===== config.mk =====
export PLATFORM = sky130hd
export DESIGN_NAME = axi_master_mux
export DESIGN_NICKNAME = d
export VERILOG_FILES = /design/src/rtl/axi_master_mux_pkg.sv /design/src/rtl/axi_master_mux_rr_arbiter.sv /design/src/rtl/axi_master_mux.sv
export SDC_FILE = /design/constraint.sdc
export NUM_CORES = 1
export LEC_CHECK = 0
export CORE_AREA = 2 2 255 257
export DETAILED_ROUTE_END_ITERATION = 8
export DIE_AREA = 0 0 257 259
export RECOVER_POWER = 25
export SYNTH_ARGS = -nofsm -noshare
export SYNTH_HDL_FRONTEND = slang
export SYNTH_SLANG_ARGS = --single-unit

===== constraint.sdc =====
create_clock -name clk -period 2.75 [get_ports clk]
set_input_delay 0.4125 -clock clk [delete_from_list [all_inputs] [get_ports clk]]
set_output_delay 0.4125 -clock clk [all_outputs]
set_load 0.005 [all_outputs]

===== src/rtl/axi_master_mux_pkg.sv =====
// Shared AXI constants and FSM state types for the AXI master front-end.
package axi_master_mux_pkg;

  localparam logic [1:0] RESP_OKAY     = 2'b00;
  localparam logic [1:0] RESP_SLVERR   = 2'b10;
  localparam logic [1:0] BURST_INCR    = 2'b01;
  localparam logic [3:0] CACHE_DEFAULT = 4'd2;

  typedef enum logic [1:0] {R_IDLE, R_AR, R_DATA} rd_state_e;
  typedef enum logic [1:0] {W_IDLE, W_AW, W_DATA, W_RESP} wr_state_e;

  function automatic logic [7:0] clamp_len(input logic [7:0] len, input logic [7:0] max_len);
    return (len > max_len) ? max_len : len;
  endfunction

endpackage


===== src/rtl/axi_master_mux_rr_arbiter.sv =====
// Round-robin arbiter: grants the first requester at or after the pointer,
// which moves past the winner when the owning FSM accepts the grant.
module rr_arbiter #(
  parameter  int unsigned NUM_CH = 2,
  localparam int unsigned IDX_W  = $clog2(NUM_CH)
) (
  input  logic              clk,
  input  logic              rst_n,
  input  logic [NUM_CH-1:0] req,
  input  logic              adv,
  output logic [NUM_CH-1:0] gnt,
  output logic [IDX_W-1:0]  gnt_idx,
  output logic              gnt_any
);

  logic [IDX_W-1:0] ptr_q, ptr_d;

  // Search order wraps mod NUM_CH, so non-power-of-2 counts never visit invalid indices
  always_comb begin
    gnt_any = 1'b0;
    gnt_idx = '0;
    for (int unsigned i = 0; i < NUM_CH; i++) begin
      if (!gnt_any && req[IDX_W'((32'(ptr_q) + i) % NUM_CH)]) begin
        gnt_any = 1'b1;
        gnt_idx = IDX_W'((32'(ptr_q) + i) % NUM_CH);
      end
    end
    gnt          = '0;
    gnt[gnt_idx] = gnt_any;
  end

  always_comb begin
    ptr_d = ptr_q;
    if (adv && gnt_any) begin
      ptr_d = (gnt_idx == IDX_W'(NUM_CH - 1)) ? '0 : gnt_idx + 1'b1;
    end
  end

  always_ff @(posedge clk or negedge rst_n) begin
    if (!rst_n) ptr_q <= '0;
    else        ptr_q <= ptr_d;
  end

endmodule


===== src/rtl/axi_master_mux.sv =====
// AXI4 master front-end: arbitrates NUM_CH requestors onto one AXI port with
// independent round-robin read and write state machines.
module axi_master_mux
  import axi_master_mux_pkg::*;
#(
  parameter  int unsigned NUM_CH  = 2,
  parameter  int unsigned ADDR_W  = 32,
  parameter  int unsigned DATA_W  = 64,
  parameter  int unsigned ID_W    = 2,
  parameter  int unsigned MAX_LEN = 15,
  localparam int unsigned STRB_W  = DATA_W / 8
) (
  input  logic                     clk,
  input  logic                     rstn,
  input  logic [NUM_CH-1:0]        rd_req_in,
  input  logic [NUM_CH*ADDR_W-1:0] rd_addr_in,
  input  logic [NUM_CH*8-1:0]      rd_len_in,
  output logic [NUM_CH-1:0]        rd_gnt_out,
  output logic [DATA_W-1:0]        rd_data_out,
  output logic [NUM_CH-1:0]        rd_valid_out,
  output logic                     rd_last_out,
  output logic                     rd_err_out,
  input  logic [NUM_CH-1:0]        wr_req_in,
  input  logic [NUM_CH*ADDR_W-1:0] wr_addr_in,
  input  logic [NUM_CH*8-1:0]      wr_len_in,
  input  logic [NUM_CH*DATA_W-1:0] wr_data_in,
  input  logic [NUM_CH*STRB_W-1:0] wr_strb_in,
  input  logic [NUM_CH-1:0]        wr_dvalid_in,
  output logic [NUM_CH-1:0]        wr_dready_out,
  output logic [NUM_CH-1:0]        wr_done_out,
  output logic                     wr_err_out,
  output logic [ADDR_W-1:0]        araddr,
  output logic [7:0]               arlen,
  output logic [ID_W-1:0]          arid,
  output logic                     arvalid,
  input  logic                     arready,
  input  logic [DATA_W-1:0]        rdata,
  input  logic [ID_W-1:0]          rid,
  input  logic [1:0]               rresp,
  input  logic                     rlast,
  input  logic                     rvalid,
  output logic                     rready,
  output logic [ADDR_W-1:0]        awaddr,
  output logic [7:0]               awlen,
  output logic [ID_W-1:0]          awid,
  output logic                     awvalid,
  input  logic                     awready,
  output logic [DATA_W-1:0]        wdata,
  output logic [STRB_W-1:0]        wstrb,
  output logic                     wlast,
  output logic                     wvalid,
  input  logic                     wready,
  input  logic [ID_W-1:0]          bid,
  input  logic [1:0]               bresp,
  input  logic                     bvalid,
  output logic                     bready,
  output logic [2:0]               arsize,
  output logic [2:0]               awsize,
  output logic [1:0]               arburst,
  output logic [1:0]               awburst,
  output logic [3:0]               arcache,
  output logic [3:0]               awcache,
  output logic [2:0]               prot,
  output logic [3:0]               qos,
  output logic                     lock,
  output logic                     user
);

  localparam int unsigned IDX_W     = $clog2(NUM_CH);
  localparam logic [7:0]  MAX_LEN_B = 8'(MAX_LEN);

  assign arsize  = 3'($clog2(STRB_W));
  assign awsize  = 3'($clog2(STRB_W));
  assign arburst = BURST_INCR;
  assign awburst = BURST_INCR;
  assign arcache = CACHE_DEFAULT;
  assign awcache = CACHE_DEFAULT;
  assign prot    = '0;
  assign qos     = '0;
  assign lock    = 1'b0;
  assign user    = 1'b0;

  // Only bit 1 of a response distinguishes an error
  logic unused_resp_lsb;
  assign unused_resp_lsb = rresp[0] ^ bresp[0];

  rd_state_e         rd_state_q, rd_state_d;
  logic [IDX_W-1:0]  rd_owner_q, rd_owner_d;
  logic [ADDR_W-1:0] rd_addr_q, rd_addr_d;
  logic [7:0]        rd_len_q, rd_len_d, rd_cnt_q, rd_cnt_d;
  logic [NUM_CH-1:0] rd_gnt_vec;
  logic [IDX_W-1:0]  rd_gnt_idx;
  logic              rd_gnt_any, rd_adv;

  rr_arbiter #(.NUM_CH(NUM_CH)) u_rd_arb (
    .clk(clk), .rst_n(rstn), .req(rd_req_in), .adv(rd_adv),
    .gnt(rd_gnt_vec), .gnt_idx(rd_gnt_idx), .gnt_any(rd_gnt_any)
  );

  assign araddr = rd_addr_q;
  assign arlen  = rd_len_q;
  assign arid   = ID_W'(rd_owner_q);

  always_comb begin
    rd_state_d   = rd_state_q;
    rd_owner_d   = rd_owner_q;
    rd_addr_d    = rd_addr_q;
    rd_len_d     = rd_len_q;
    rd_cnt_d     = rd_cnt_q;
    rd_adv       = 1'b0;
    arvalid      = 1'b0;
    rready       = 1'b0;
    rd_gnt_out   = '0;
    rd_valid_out = '0;
    rd_data_out  = '0;
    rd_last_out  = 1'b0;
    rd_err_out   = 1'b0;
    case (rd_state_q)
      R_IDLE: if (rd_gnt_any) begin
        rd_adv     = 1'b1;
        rd_owner_d = rd_gnt_idx;
        for (int unsigned i = 0; i < NUM_CH; i++) begin
          if (rd_gnt_vec[i]) begin
            rd_addr_d = rd_addr_in[i*ADDR_W +: ADDR_W];
            rd_len_d  = clamp_len(rd_len_in[i*8 +: 8], MAX_LEN_B);
          end
        end
        rd_state_d = R_AR;
      end
      R_AR: begin
        arvalid = 1'b1;
        if (arready) begin
          rd_gnt_out[rd_owner_q] = 1'b1;
          rd_cnt_d               = '0;
          rd_state_d             = R_DATA;
        end
      end
      R_DATA: begin
        rready = 1'b1;
        if (rvalid) begin
          rd_valid_out[rd_owner_q] = 1'b1;
          rd_data_out              = rdata;
          rd_last_out              = rlast;
          // Beats past len keep flowing until rlast; each one is flagged
          rd_err_out = rresp[1] || (rid != ID_W'(rd_owner_q)) ||
                       (rlast != (rd_cnt_q == rd_len_q)) || (rd_cnt_q > rd_len_q);
          if (rd_cnt_q != '1) rd_cnt_d = rd_cnt_q + 8'd1;
          if (rlast) rd_state_d = R_IDLE;
        end
      end
      default: rd_state_d = R_IDLE;
    endcase
  end

  always_ff @(posedge clk or negedge rstn) begin
    if (!rstn) begin
      rd_state_q <= R_IDLE;
      rd_owner_q <= '0;
      rd_addr_q  <= '0;
      rd_len_q   <= '0;
      rd_cnt_q   <= '0;
    end else begin
      rd_state_q <= rd_state_d;
      rd_owner_q <= rd_owner_d;
      rd_addr_q  <= rd_addr_d;
      rd_len_q   <= rd_len_d;
      rd_cnt_q   <= rd_cnt_d;
    end
  end

  wr_state_e         wr_state_q, wr_state_d;
  logic [IDX_W-1:0]  wr_owner_q, wr_owner_d;
  logic [ADDR_W-1:0] wr_addr_q, wr_addr_d;
  logic [7:0]        wr_len_q, wr_len_d, wr_cnt_q, wr_cnt_d;
  logic [NUM_CH-1:0] wr_gnt_vec;
  logic [IDX_W-1:0]  wr_gnt_idx;
  logic              wr_gnt_any, wr_adv;

  rr_arbiter #(.NUM_CH(NUM_CH)) u_wr_arb (
    .clk(clk), .rst_n(rstn), .req(wr_req_in), .adv(wr_adv),
    .gnt(wr_gnt_vec), .gnt_idx(wr_gnt_idx), .gnt_any(wr_gnt_any)
  );

  assign awaddr = wr_addr_q;
  assign awlen  = wr_len_q;
  assign awid   = ID_W'(wr_owner_q);

  always_comb begin
    wr_state_d    = wr_state_q;
    wr_owner_d    = wr_owner_q;
    wr_addr_d     = wr_addr_q;
    wr_len_d      = wr_len_q;
    wr_cnt_d      = wr_cnt_q;
    wr_adv        = 1'b0;
    awvalid       = 1'b0;
    wvalid        = 1'b0;
    wdata         = '0;
    wstrb         = '0;
    wlast         = 1'b0;
    bready        = 1'b0;
    wr_dready_out = '0;
    wr_done_out   = '0;
    wr_err_out    = 1'b0;
    case (wr_state_q)
      W_IDLE: if (wr_gnt_any) begin
        wr_adv     = 1'b1;
        wr_owner_d = wr_gnt_idx;
        for (int unsigned i = 0; i < NUM_CH; i++) begin
          if (wr_gnt_vec[i]) begin
            wr_addr_d = wr_addr_in[i*ADDR_W +: ADDR_W];
            wr_len_d  = clamp_len(wr_len_in[i*8 +: 8], MAX_LEN_B);
          end
        end
        wr_state_d = W_AW;
      end
      W_AW: begin
        awvalid = 1'b1;
        if (awready) begin
          wr_cnt_d   = '0;
          wr_state_d = W_DATA;
        end
      end
      W_DATA: begin
        wvalid = wr_dvalid_in[wr_owner_q];
        wdata  = wr_data_in[wr_owner_q*DATA_W +: DATA_W];
        wstrb  = wr_strb_in[wr_owner_q*STRB_W +: STRB_W];
        wlast  = (wr_cnt_q == wr_len_q);
        if (wvalid && wready) begin
          wr_dready_out[wr_owner_q] = 1'b1;
          wr_cnt_d                  = wr_cnt_q + 8'd1;
          if (wlast) wr_state_d = W_RESP;
        end
      end
      W_RESP: begin
        bready = 1'b1;
        if (bvalid) begin
          wr_done_out[wr_owner_q] = 1'b1;
          wr_err_out              = bresp[1] || (bid != ID_W'(wr_owner_q));
          wr_state_d              = W_IDLE;
        end
      end
      default: wr_state_d = W_IDLE;
    endcase
  end

  always_ff @(posedge clk or negedge rstn) begin
    if (!rstn) begin
      wr_state_q <= W_IDLE;
      wr_owner_q <= '0;
      wr_addr_q  <= '0;
      wr_len_q   <= '0;
      wr_cnt_q   <= '0;
    end else begin
      wr_state_q <= wr_state_d;
      wr_owner_q <= wr_owner_d;
      wr_addr_q  <= wr_addr_d;
      wr_len_q   <= wr_len_d;
      wr_cnt_q   <= wr_cnt_d;
    end
  end

endmodule


# After elaboration in Yosys (flattened, before gate mapping)
# Cells that the tools add are included.
dict set report classes {
  addsub 6
  magnitude_cmp 17
  n_eq_ne 21
  shift 2
  muxes 86
  n_bitwise 2
  n_reduce_logical 29
}
# operator n
set op_table {}
lappend op_table {{$mux W64} 3}
lappend op_table {{$mux W32} 4}
lappend op_table {{$shiftx A128 B8 Y64} 1}
lappend op_table {{$mux W8} 14}
lappend op_table {{$mux W1} 40}
lappend op_table {{$mux W2} 17}
lappend op_table {{$gt A8 B4 Y1 const B} 4}
lappend op_table {{$pmux W8 S2} 2}
lappend op_table {{$add A8 B1 Y8 const B} 2}
lappend op_table {{$eq A8 B8 Y1} 2}
lappend op_table {{$lt A1 B2 Y1 const B} 8}
lappend op_table {{$ne A2 B2 Y1 const B} 8}
lappend op_table {{$shiftx A16 B5 Y8} 1}
lappend op_table {{$logic_and A1 B1 Y1} 9}
lappend op_table {{$reduce_and A3 Y1} 3}
lappend op_table {{$gt A8 B8 Y1} 1}
lappend op_table {{$ne A8 B8 Y1 const B} 1}
lappend op_table {{$pmux W2 S4} 1}
lappend op_table {{$reduce_and A4 Y1} 2}
lappend op_table {{$reduce_bool A2 Y1} 4}
lappend op_table {{$eq A2 B2 Y1 const B} 3}
lappend op_table {{$pmux W2 S3} 1}
lappend op_table {{$reduce_and A5 Y1} 1}
lappend op_table {{$add A1 B1 Y1 const B} 4}
lappend op_table {{other kinds (11)} 27}
dict set report word_totals {
  register_bits 104
  in_bits 390
  out_inout_bits 264
  word_cells 175
}

# Logic depth before layout (Yosys ltp)
dict set report logic_depth {
  ltp_word 13
  mapped_depth 7
  mapped_depth_nobuf 6
}

# Hierarchy
# Synthesis repeated with hierarchy kept, for this count alone.
dict set report hier_totals {
  hier_cells 820
  hier_area_um2 7078.0
}
# mod instances cells_each area_each_um2 seq_area_each_um2
set modules_own_cells {}
lappend modules_own_cells {axi_master_mux 1 804 6940.4 2552.4}
lappend modules_own_cells {rr_arbiter 2 8 68.8 25.0}

# Worst setup path before layout
# Ideal clock, no wire load.
dict set report synth_timing {
  path_type {flip-flop to output port}
  startpoint {register wr_state_q[0]}
  endpoint {output port wdata[33]}
  t_arrival_ps 1588
  required_ps 2338
  path_slack_ps 749
  stages_incl_launch_ff 7
  n_path_buf 2
  cell_sequence {dfrtp_1 inv_1 ha_1 inv_1 clkbuf_1 buf_1 nor2_1}
}
dict set report synth_between {
  elab_chain_cells 2
}
# item line_no
set synth_lines {}
lappend synth_lines {{start: declaration} axi_master_mux.sv:171} ;# wr_state_e wr_state_q, wr_state_d;
lappend synth_lines {{start signal: assignment} axi_master_mux.sv:254} ;# wr_state_q <= wr_state_d;
lappend synth_lines {{$eq A2 B2 Y1} axi_master_mux.sv:204} ;# case (wr_state_q)
lappend synth_lines {{$mux W64} axi_master_mux.sv:204}
lappend synth_lines {{end: declaration} axi_master_mux.sv:48} ;# output logic [DATA_W-1:0] wdata,
# Every way passes these cells.

# Worst setup path after layout
dict set report layout_timing {
  startpoint {register wr_owner_q}
  endpoint {output port wstrb[0]}
}
dict set report layout_between {
  elab_chain_cells 2
}
# item line_no
set layout_lines {}
lappend layout_lines {{start: declaration} axi_master_mux.sv:172} ;# logic [IDX_W-1:0] wr_owner_q, wr_owner_d;
lappend layout_lines {{start signal: assignment} axi_master_mux.sv:255} ;# wr_owner_q <= wr_owner_d;
lappend layout_lines {{$shiftx A16 B5 Y8} axi_master_mux.sv:226} ;# wstrb = wr_strb_in[wr_owner_q*STRB_W +: STRB_W];
lappend layout_lines {{$mux W8} axi_master_mux.sv:204}
lappend layout_lines {{end: declaration} axi_master_mux.sv:49} ;# output logic [STRB_W-1:0] wstrb,
# Every way passes these cells.

==> run metrics <==
status complete, but fails checks; failing checks capacitance limit, slew limit; final net count 1776; setup slack, reg-to-reg 580 ps; worst min-delay path category reg2reg; width of the die 257 um; top cells by count, synth dfrtp_1 (104), inv_1 (81), nor2_1 (81), and2_1 (74), mux2i_1 (74); WP data arrival 2260 ps; slowest stage delay, CP 670 ps; non-filler cells, final 2231; vias in the first global route 8253; Crit path buffers/inverters 1; global-route met1 utilization 0.136; routed vias/inst 3.62; Die H 259 um; Clk Latency, worst-skew pair 370 ps; slowest CP cell dfrtp_4; Critical Path Fanout Max 19; Synth Instances 751; CTS tree built; Area Growth Syn to Fin 114%; 1st-pass router iterations 6; layout cell share with drive strength beyond 1 0.0611; synth top area cells dfrtp_1 (38%), mux2i_1 (11%), a222oi_1 (9.5%); overall power 10900 uW; largest area contributor in the netlist dfrtp_1; core area 0.0639 mm2; Routed Antenna Nets 0; Mapped Avg Cell Area 9.02 um2; FMAX 374 MHz; delay-heaviest family, CP flip-flops; RSZ-0062 raised after global routing false; Hold Startpoint araddr[29]; VDD IR max 0.376 mV; busiest grt layer met2; Seq/Total Area, Yosys 0.384; Pleak 0.00602 uW; H-tree Lvls 3; I/O Buffers 622; yosys synthesis warning count 0; Final min period 2680 ps; Hold Violations, Final 0; Slew headroom -0.529; setup total negative slack 0 ps; Yosys reg bits 104; setup violators final 0; r2r endpoint wr_cnt_q[7]; initial antenna violation count 2; Cell Area, Placed 0.0141 mm2; site row count 93; worst reg-to-reg path cell count 7; fin crit share 0.973; DR WL/cell 16.8 um; Clock Sink Count 104; die area 0.0666 mm2; first-pass GRT wire length 53.0 mm; largest net degree at the start of global routing 74; # hold bufs at CTS 0; Power per Cell Area 749 mW/mm2; Yosys cell types 61; async set-reset flop share out of synthesis 1.00; met2 Usage GRT 0.167; number of synthesized flops with an enable pin 0; GRT overflow 0; GRT Util Overall 0.106; I/O Pins 654; Remaining DRCs 0; required time of the critical path 2340 ps; placed insts 2208; DR iter-0 viols 591; count leader, synth dfrtp_1; CP startpoint kind flip-flop; CTS buffer count 9; Max-cap violations 2; Final Hold Slack 492 ps; Design Area, Final 0.0145 mm2; clock root buffer clkbuf_16; Hold EP araddr[29]; Cell Area, Synth 0.00678 mm2; crit-path cells mux2i_1, nor2_1, clkdlybuf4s50_1; clock slew at reported path FFs 80 ps; worst hold path cell count 2; Worst Tran Pin Value 2290 ps; RR Startpoint wr_state_q[0]; final wirelength 37.6 mm; Max Slew Vio Count 51; Worst Skew 12.3 ps; M3 GR Usage 0.0333; critical path class reg2out; Initial Util 0.106; gpl congestion 0.962; vias 8079; share of the synthesized area in the top cell type 0.384; HPWL Detailed 31.0 mm; Max clock buf depth 2; Critical Path End Type output port; Synth Flop Type dfrtp_1
-- report_power, final --
group	leakage (uW)	total (uW)	internal, uW	switching [uW]
logic	0.00458	6780	3850	2930
clock network	0.000132	1240	615	627
registers	0.00131	2830	2170	661
total	0.00602	10900	6630	4220
-- state kept, by name (all words and copies together) (netlist names) --
register,cells
rd_cnt_q,8
wr_state_q,2
wr_cnt_q,8
awlen,8
rd_owner_q,1
rd_state_q,2
araddr,32
wr_owner_q,1
arlen,8
awaddr,32
u_rd_arb.ptr_q,1
u_wr_arb.ptr_q,1
-- worst max-delay path by stage --
stage | startpoint | endpoint | slack, ps | cells after the start
after floorplan | wr_state_q[0] | wdata[33] | 750 | 6
after global placement | rid[0] | rd_err_out | -280 | 6
after detailed placement | rid[0] | rd_err_out | -140 | 6
after CTS | awlen[2] | wlast | -70 | 7
after global routing | wr_state_q[0] | wdata[3] | 20 | 6
final | wr_owner_q | wstrb[0] | 70 | 3
-- area by class of cell --
type | instances | area (um2)
fillers | 6864 | 49400
repair buffers | 662 | 6610
multi-input cells | 512 | 3610
flip-flops and latches | 104 | 2620
well taps | 855 | 1070
inverters | 82 | 308
clock buffers | 9 | 225
clock inverters | 6 | 43.8
diodes | 1 | 2.50
-- worst register-to-register path, delay by kind of cell, from the launching register on --
kind            cells  cell delay, ps
simple gates        2             880
buf+inv             2             290
mux                 1             140
flops               1             440
fa+ha+maj           1             200
compound gates      1             140
-- per-stage QoR --
step                utilization  setup WS (ps)
finish                    0.227           73.2
detailed placement        0.221           -140
global placement          0.221           -280
global route              0.227           18.8
floorplan                     -            749
CTS                       0.226          -65.4
-- cells by family after synthesis --
logic type	after synthesis	synth area share
buffers and inverters	162	0.108
and+or+nand+nor	240	0.182
AOI/OAI and AO/OA	142	0.172
other	2	0.00111
muxes	76	0.113
adders and majority gates	15	0.0277
DFF	104	0.384
xor gates and xnor gates	10	0.0129
-- metal layers --
metal / vias up / share of wire
met5: - / 0.00032
met4: 2 / 0.025
met3: 40 / 0.074
met2: 340 / 0.46
met1: 3856 / 0.44
li1: 3841 / -
-- cells in the final DEF (no fill, tap or decap), drive strengths merged, types with 2 or more instances in the layout --
cell,n
o31ai,6
nand3,18
a22o,2
clkinv,3
a21o,6
inv,84
a222oi,64
clkdlybuf4s50,618
conb,29
clkbuf,12
o211ai,4
or2,3
xor2,9
and2,74
ha,15
buf,38
a21oi,12
and3,5
dfrtp,104
o21ai,28
a2111oi,2
nor4,3
a211oi,4
nand2,29
a31oi,2
or4,8
or3,5
nand2b,2
nor2b,3
nand4,2
mux2i,75
o22ai,2
nor2,81
a31o,2
-- timing repair --
| action | CTS | global route |
|---|---|---|
| gates cloned | 0 | 1 |
| setup buffers | 2 | 4 |
| pin swaps | 0 | 3 |
| setup endpoints to repair | 4 | 17 |
| resized for setup | 12 | 8 |
(Power assumes the default switching activity.)
